===== config.mk =====
export PLATFORM = sky130hd
export DESIGN_NAME = mic1_mem_if
export DESIGN_NICKNAME = d
export VERILOG_FILES = /design/src/rtl/mic1_mem_if.sv
export SDC_FILE = /design/constraint.sdc
export NUM_CORES = 1
export LEC_CHECK = 0
export ABC_AREA = 0
export CAP_MARGIN = 20
export CORE_AREA = 2 2 131 133
export CTS_CLUSTER_DIAMETER = 50
export CTS_CLUSTER_SIZE = 12
export DETAILED_ROUTE_END_ITERATION = 8
export DIE_AREA = 0 0 133 135
export GPL_TIMING_DRIVEN = 0
export PLACE_DENSITY = 0.82
export SKIP_LAST_GASP = 1
export SLEW_MARGIN = 20
export SYNTH_ARGS = -nofsm -noshare
export SYNTH_HDL_FRONTEND = slang
export SYNTH_SLANG_ARGS = --single-unit

===== constraint.sdc =====
create_clock -name clk -period 2.7 [get_ports clk]
set_input_delay 0.54 -clock clk [delete_from_list [all_inputs] [get_ports clk]]
set_output_delay 0.54 -clock clk [all_outputs]
set_load 0.005 [all_outputs]

===== src/rtl/mic1_mem_if.sv =====
// MIC-1 memory interface: registers rd/wr/fetch requests onto the dual-port memory
// and captures read data into MDR/MBR two cycles after issue.
module mic1_mem_if #(
  parameter logic [31:0] MEMORY_SIZE = 32'h0000_0083,
  parameter logic [31:0] RESET_VAL   = 32'h0
) (
  input  logic        clk,
  input  logic        rst_n,
  input  logic        rd_i,
  input  logic        wr_i,
  input  logic        fetch_i,
  input  logic [31:0] mar_i,
  input  logic [31:0] mdr_i,
  input  logic [31:0] pc_i,
  output logic        wen_A,
  output logic        ren_A,
  output logic        ren_B,
  output logic [31:0] addr_A,
  output logic [31:0] wdata_A,
  output logic [31:0] addr_B,
  input  logic [31:0] rdata_A,
  input  logic [7:0]  rdata_B,
  output logic [31:0] mdr_o,
  output logic        mdr_load_o,
  output logic [31:0] mbr_o,
  output logic [31:0] mbru_o,
  output logic        mbr_load_o,
  output logic        err_o,
  input  logic        err_clr_i
);

  logic mar_ok, pc_ok;
  logic rd_ok, wr_ok, fetch_ok;
  logic err_set, err_d;

  always_comb begin
    mar_ok   = mar_i < MEMORY_SIZE;
    pc_ok    = (pc_i >> 2) < MEMORY_SIZE;
    // A simultaneous rd+wr lets the write win and drops the read.
    wr_ok    = wr_i && mar_ok;
    rd_ok    = rd_i && !wr_i && mar_ok;
    fetch_ok = fetch_i && pc_ok;
    err_set  = (rd_i && wr_i) || ((rd_i || wr_i) && !mar_ok) || (fetch_i && !pc_ok);
    err_d    = err_set ? 1'b1 : (err_clr_i ? 1'b0 : err_o);
  end

  // Issue stage: one-cycle enables; addresses/data hold when idle.
  always_ff @(posedge clk or negedge rst_n) begin
    if (!rst_n) begin
      wen_A   <= 1'b0;
      ren_A   <= 1'b0;
      ren_B   <= 1'b0;
      addr_A  <= 32'h0;
      wdata_A <= 32'h0;
      addr_B  <= 32'h0;
      err_o   <= 1'b0;
    end else begin
      wen_A <= wr_ok;
      ren_A <= rd_ok;
      ren_B <= fetch_ok;
      if (rd_ok || wr_ok) addr_A <= mar_i;
      if (wr_ok) wdata_A <= mdr_i;
      if (fetch_ok) addr_B <= pc_i;
      err_o <= err_d;
    end
  end

  // Capture stage: memory has answered on the falling edge of the enable cycle.
  always_ff @(posedge clk or negedge rst_n) begin
    if (!rst_n) begin
      mdr_o      <= RESET_VAL;
      mdr_load_o <= 1'b0;
      mbr_o      <= RESET_VAL;
      mbru_o     <= RESET_VAL;
      mbr_load_o <= 1'b0;
    end else begin
      mdr_load_o <= ren_A;
      mbr_load_o <= ren_B;
      if (ren_A) mdr_o <= rdata_A;
      if (ren_B) begin
        mbr_o  <= {{24{rdata_B[7]}}, rdata_B};
        mbru_o <= {24'h0, rdata_B};
      end
    end
  end

endmodule


==> impl_metrics.tcl, run 1 <==
set metrics [dict create \
    final_cell_mix "314 x clkdlybuf4s50_1, 142 x dfrtp_1, 61 x mux2_2" \
    wire_per_inst_um 16.4 \
    cts_sinks 142 \
    synth.ff_latch_count 142 \
    ys_seq_area_share_pct 61.6 \
    tritoncts "yes" \
    hpwl_mm 12.4 \
    io_pins 340 \
    drt-total-wl_mm 15.9 \
    worst_clock_skew_ns 0.00660 \
    via_per_inst 4.30 \
    slowest_delay_ns 0.49 \
    synth.distinct_cells 23 \
    tightest_slew_ns 0.715 \
    slew_viol_final 0 \
    insertedDiodeCount 0 \
    dr_total_vias 4195 \
    worstPathRequired_ns 3.00 \
    gp_congestion 0.764 \
    cp_max_fo 10 \
    final_util_pct 60.5 \
    netlist_area_um2 5770 \
    grt_remaining_overflow 0 \
    setup_ws_ns 0.0759 \
    worstSetupEndpointType "flop" \
    crit_family "simple AND/OR/NAND/NOR gates" \
    p_total_mw 4.85 \
    layout.nets 884 \
    cp.arrival_ns 2.92 \
    min_period_over_period_pct 97.2 \
    cp_num_buf_inv 2 \
    drc 0 \
    numCtsBuffers 17 \
    numPortBuffers 315 \
    clock_latency_ns 0.41 \
    grt_max_degree 77 \
    dr.pass1.iters 4 \
    dieArea_um2 18000 \
    cts-root-buf "clkbuf_16" \
    crit_path_start_kind "primary input" \
    period_needed_ns 2.62 \
    vdd_drop_max_uv 392 \
    htreeDepth 4 \
    core_area_um2 16400 \
    grt_pass1_vias 4395 \
    grt_pass1_wl_mm 24.2 \
    finalSetupTns_ns 0 \
    outcome "completed" \
    syn_area_per_cell_um2 15.0 \
    drv_cap 0 \
    die_w_um 133 \
    synthCells 384 \
    final_common_cell "clkdlybuf4s50_1" \
    fp.dieH_um 135 \
    crit_type "in -> reg" \
    grt_antenna_before_repair 1 \
    worstPathCellList "clkdlybuf4s50_1 > nor4_1 > nand4_1 > nor4b_4 > buf_2 > mux2_2" \
    slowest_stage "nor4b_4" \
    setup_viol 0 \
    final-hold-violation-count 0 \
    slew_headroom_pct 52.3 \
    layout-drive-gt1-share_pct 25.3 \
    rows 47 \
    initial_utilization_pct 35.2 \
    path_clk_slew_ns 0.06 \
    clockBufferDepth 2 \
    place_ws_ns -0.397 \
    min_path_type "in -> async" \
    final_cells 975 \
    drt_iter0_markers 95 \
    synth_warnings 0 \
    power_density_nw_per_um2 489 \
    grtUsageTotal_pct 17.9 \
    dp_cells 943 \
    area_growth_pct 72.0 \
    antenna_left 0 \
    fmax_mhz 381 \
    reg2reg_setup_slack_ns 1.02 \
    p_leak_nw 4.62 \
    rsz0062_at_grt "no" \
]
power by group:
part           internal (mW)  switching (mW)  leakage, nW
clock                   1.49           0.917        0.295
sequential              2.13        0.000240         1.98
combinational          0.214           0.102         2.34
total                   3.83            1.02         4.62
synthesized netlist by cell type:
| master | n | area (um^2) |
|---|---|---|
| dfrtp_1 | 142 | 3550 |
| mux2_2 | 61 | 687 |
| buf_4 | 57 | 428 |
| nor2b_1 | 47 | 294 |
| mux2_4 | 29 | 435 |
| nor4_1 | 10 | 62.6 |
| clkbuf_1 | 6 | 22.5 |
| a21oi_1 | 3 | 15.0 |
| buf_1 | 3 | 11.3 |
| buf_6 | 3 | 33.8 |
| nand2_1 | 3 | 11.3 |
| nor4_2 | 3 | 37.5 |
| o31ai_1 | 3 | 22.5 |
| nand2b_1 | 2 | 12.5 |
| nand4_1 | 2 | 12.5 |
| nor4_4 | 2 | 42.5 |
| nor4b_4 | 2 | 47.6 |
| a211oi_1 | 1 | 7.51 |
| a21boi_1 | 1 | 7.51 |
| buf_2 | 1 | 5.00 |
| conb_1 | 1 | 3.75 |
| nand4_2 | 1 | 12.5 |
| nor2_1 | 1 | 3.75 |
flip-flops by register name, indices dropped and copies added (netlist names):
signal      cells
addr_A         32
mdr_load_o      1
ren_B           1
wdata_A        32
mbr_load_o      1
mdr_o          32
ren_A           1
mbr_o           8
addr_B         32
err_o           1
wen_A           1
cell type report:
type	instances	area (um^2)
plain buffers	70	500
well taps	220	275
flip-flops and latches	142	3550
repair buffers	316	3190
fillers	1321	6480
clock inverters	12	160
multi-input cells	195	1800
clock buffers	20	447
metrics by stage:
step                      hold WS (ns)  area (um^2)
after detailed placement         0.398         9320
after global placement           0.383         9280
after global routing             0.111         9920
after floorplan                  0.244         5860
final                           0.0859         9920
after CTS                        0.104         9920
layer usage:
| layer | GRT usage, % | share of wire, % | vias to the layer above |
|---|---|---|---|
| met1 | 19.1 | 36 | 2023 |
| met3 | 7.85 | 9.3 | 20 |
| met5 | 0 | 0.082 | - |
| met4 | 5.44 | 1.6 | 2 |
| met2 | 31.9 | 53 | 209 |
| li1 | - | - | 1941 |
timing repair:
action	in CTS	in global routing
buffers inserted	0	0
setup endpoints to repair	0	7
hold buffers	0	0
hold endpoints to repair	0	0
resized for setup	0	0
worst paths after layout:
check,depth (start not counted),from,end
max,6,pc_i[11],addr_B[3]$_DFFE_PN0P_
min,1,rst_n,addr_A[11]$_DFFE_PN0P_
max reg2reg,3,ren_A$_DFF_PN0_,mdr_o[25]$_DFFE_PN0P_
min reg2reg,0,ren_B$_DFF_PN0_,mbr_load_o$_DFF_PN0_
max in group asynchronous,2,rst_n,mdr_o[25]$_DFFE_PN0P_
min in group clk,0,ren_B$_DFF_PN0_,mbr_load_o$_DFF_PN0_
cell families (layout without fill, tap and decap cells):
logic type,count (synthesis),after routing,synth area share (%)
other,1,24,0.0650
DFF,142,142,61.6
and+or+nand+nor,73,73,9.30
AOI/OAI and AO/OA,8,8,0.911
muxes,90,90,19.5
buffers and inverters,70,418,8.67
Note: power is estimated with default switching activity, not from simulation.
==> run 2, diff against run 1 <==
- CORE_AREA: 2 2 131 133 -> default
- CORE_UTILIZATION: default -> 34
- DIE_AREA: 0 0 133 135 -> default
- PLACE_DENSITY: 0.82 -> 0.84
- clock period: 2.7 -> 2.4 ns (I/O delays scaled with it)
==> impl_metrics.tcl, run 2 (synthesized netlist as in run 1, its figures left out) <==
set metrics [dict create \
    worst_hold_slack_ns 0.408 \
    grtUsageTotal_pct 18.0 \
    p_leak_nw 4.62 \
    grt_pass1_wl_mm 24.2 \
    vdd_drop_max_uv 407 \
    grt_remaining_overflow 0 \
    power_density_nw_per_um2 525 \
    finalSetupTns_ns 0 \
    cts_sinks 142 \
    fp.dieH_um 132 \
    p_total_mw 5.21 \
    gp_congestion 0.753 \
    insertedDiodeCount 0 \
    multi_input_area_um2 1800 \
    clockBufferDepth 2 \
    drv_cap 0 \
    dr.pass1.iters 4 \
    cts-root-buf "clkbuf_16" \
    cp.arrival_ns 2.57 \
    cp_max_fo 10 \
    dr_total_vias 4257 \
    crit_path_start "mar_i[9]" \
    htreeDepth 4 \
    numPortBuffers 315 \
    final-hold-violation-count 0 \
    r2r_cells 3 \
    final_common_cell "clkdlybuf4s50_1" \
    die_w_um 132 \
    min_period_over_period_pct 94.7 \
    hpwl_mm 11.6 \
    hold_path.startpoint "ren_B$_DFF_PN0_" \
    outcome "completed" \
    dieArea_um2 17500 \
    drt-total-wl_mm 15.1 \
    fmax_mhz 440 \
    grt_max_degree 78 \
    nFillCells 1288 \
    core_area_um2 16600 \
    worst_clock_skew_ns 0.00571 \
    whs_path_depth 0 \
    grt_pass1_vias 4558 \
    drt_iter0_markers 100 \
    final_cell_mix "314 x clkdlybuf4s50_1, 141 x dfrtp_1, 63 x buf_4" \
    final_util_pct 59.9 \
    numCtsBuffers 17 \
    antenna_left 0 \
    layout-drive-gt1-share_pct 26.4 \
    wire_per_inst_um 15.3 \
    rsz0062_at_grt "no" \
    place_ws_ns -0.592 \
    setup_ws_ns 0.126 \
    area_growth_pct 72.2 \
    slew_viol_final 0 \
    tightest_slew_ns 0.657 \
    path_clk_slew_ns 0.06 \
    seqCellArea_um2 3550 \
    hold-path-endpoint "mbr_load_o$_DFF_PN0_" \
    tritoncts "yes" \
    worstSetupEndpointType "flop" \
    grt_antenna_before_repair 0 \
    period_needed_ns 2.27 \
    layout.nets 891 \
    io_pins 340 \
    initial_utilization_pct 34.8 \
    min_path_type "reg -> reg" \
    crit_type "in -> reg" \
    rows 47 \
    setup_viol 0 \
    worstPathRequired_ns 2.69 \
    slew_headroom_pct 56.1 \
    r2r-end "mdr_o[2]$_DFFE_PN0P_" \
    clock_latency_ns 0.41 \
    reg2reg_from "ren_A$_DFF_PN0_" \
    via_per_inst 4.34 \
    crit_path_start_kind "primary input" \
    drc 0 \
    reg2reg_setup_slack_ns 0.81 \
]
==> run 2: where the power goes <==
part           internal (mW)  switching [mW]
clock                   1.39            1.06
sequential              2.39        0.000259
combinational          0.242           0.116
total                   4.03            1.18
==> run 2: critical path: stages <==
cell             delay [ns]
clkdlybuf4s50_1        0.43
nor4_2                 0.31
nand4_2                0.28
nor4_4                 0.46
buf_4                  0.25
mux2_2                 0.35
==> run 2: what timing repair did <==
action                                 in CTS  in global routing
pin swaps                                   1                  1
setup buffers                               2                  4
gates cloned                                0                  0
setup endpoints to repair                  54                  8
gates resized for setup                     1                  2
hold buffers                                1                  0
endpoints found under the hold margin       1                  0
==> run 2: layer usage <==
layer / vias to the layer above / wire length, um / track usage [%]
li1: 1959 / - / -
met1: 2061 / 5680 / 19.5
met2: 210 / 7820 / 31.5
met3: 27 / 1240 / 6.88
met4: 0 / 324 / 7.15
met5: - / 0 / 0
==> run 2: worst max-delay path by stage <==
stage	endpoint	slack [ns]	cells after the start
after floorplan	wdata_A[10]$_DFFE_PN0P_	0.27	5
after global placement	wdata_A[16]$_DFFE_PN0P_	-4.84	1
after detailed placement	wdata_A[10]$_DFFE_PN0P_	-0.59	6
after CTS	addr_B[5]$_DFFE_PN0P_	0.02	6
after global routing	wdata_A[11]$_DFFE_PN0P_	0.002	7
final	addr_A[5]$_DFFE_PN0P_	0.13	6
==> run 2: per-stage QoR <==
stage	instance area, um^2	instances
finish	9930	982
detailed placement	9320	943
global placement	9280	942
CTS	9900	978
global route	9930	982
floorplan	5860	407
==> run 2: area by class of cell <==
| class | count | share of cell area (%) |
|---|---|---|
| buffer | 70 | 5.05 |
| clock buffer | 19 | 4.56 |
| clock inverter | 13 | 1.06 |
| multi-input combinational | 195 | 18.1 |
| sequential | 142 | 35.8 |
| tap | 220 | 2.77 |
| timing repair buffer | 323 | 32.6 |
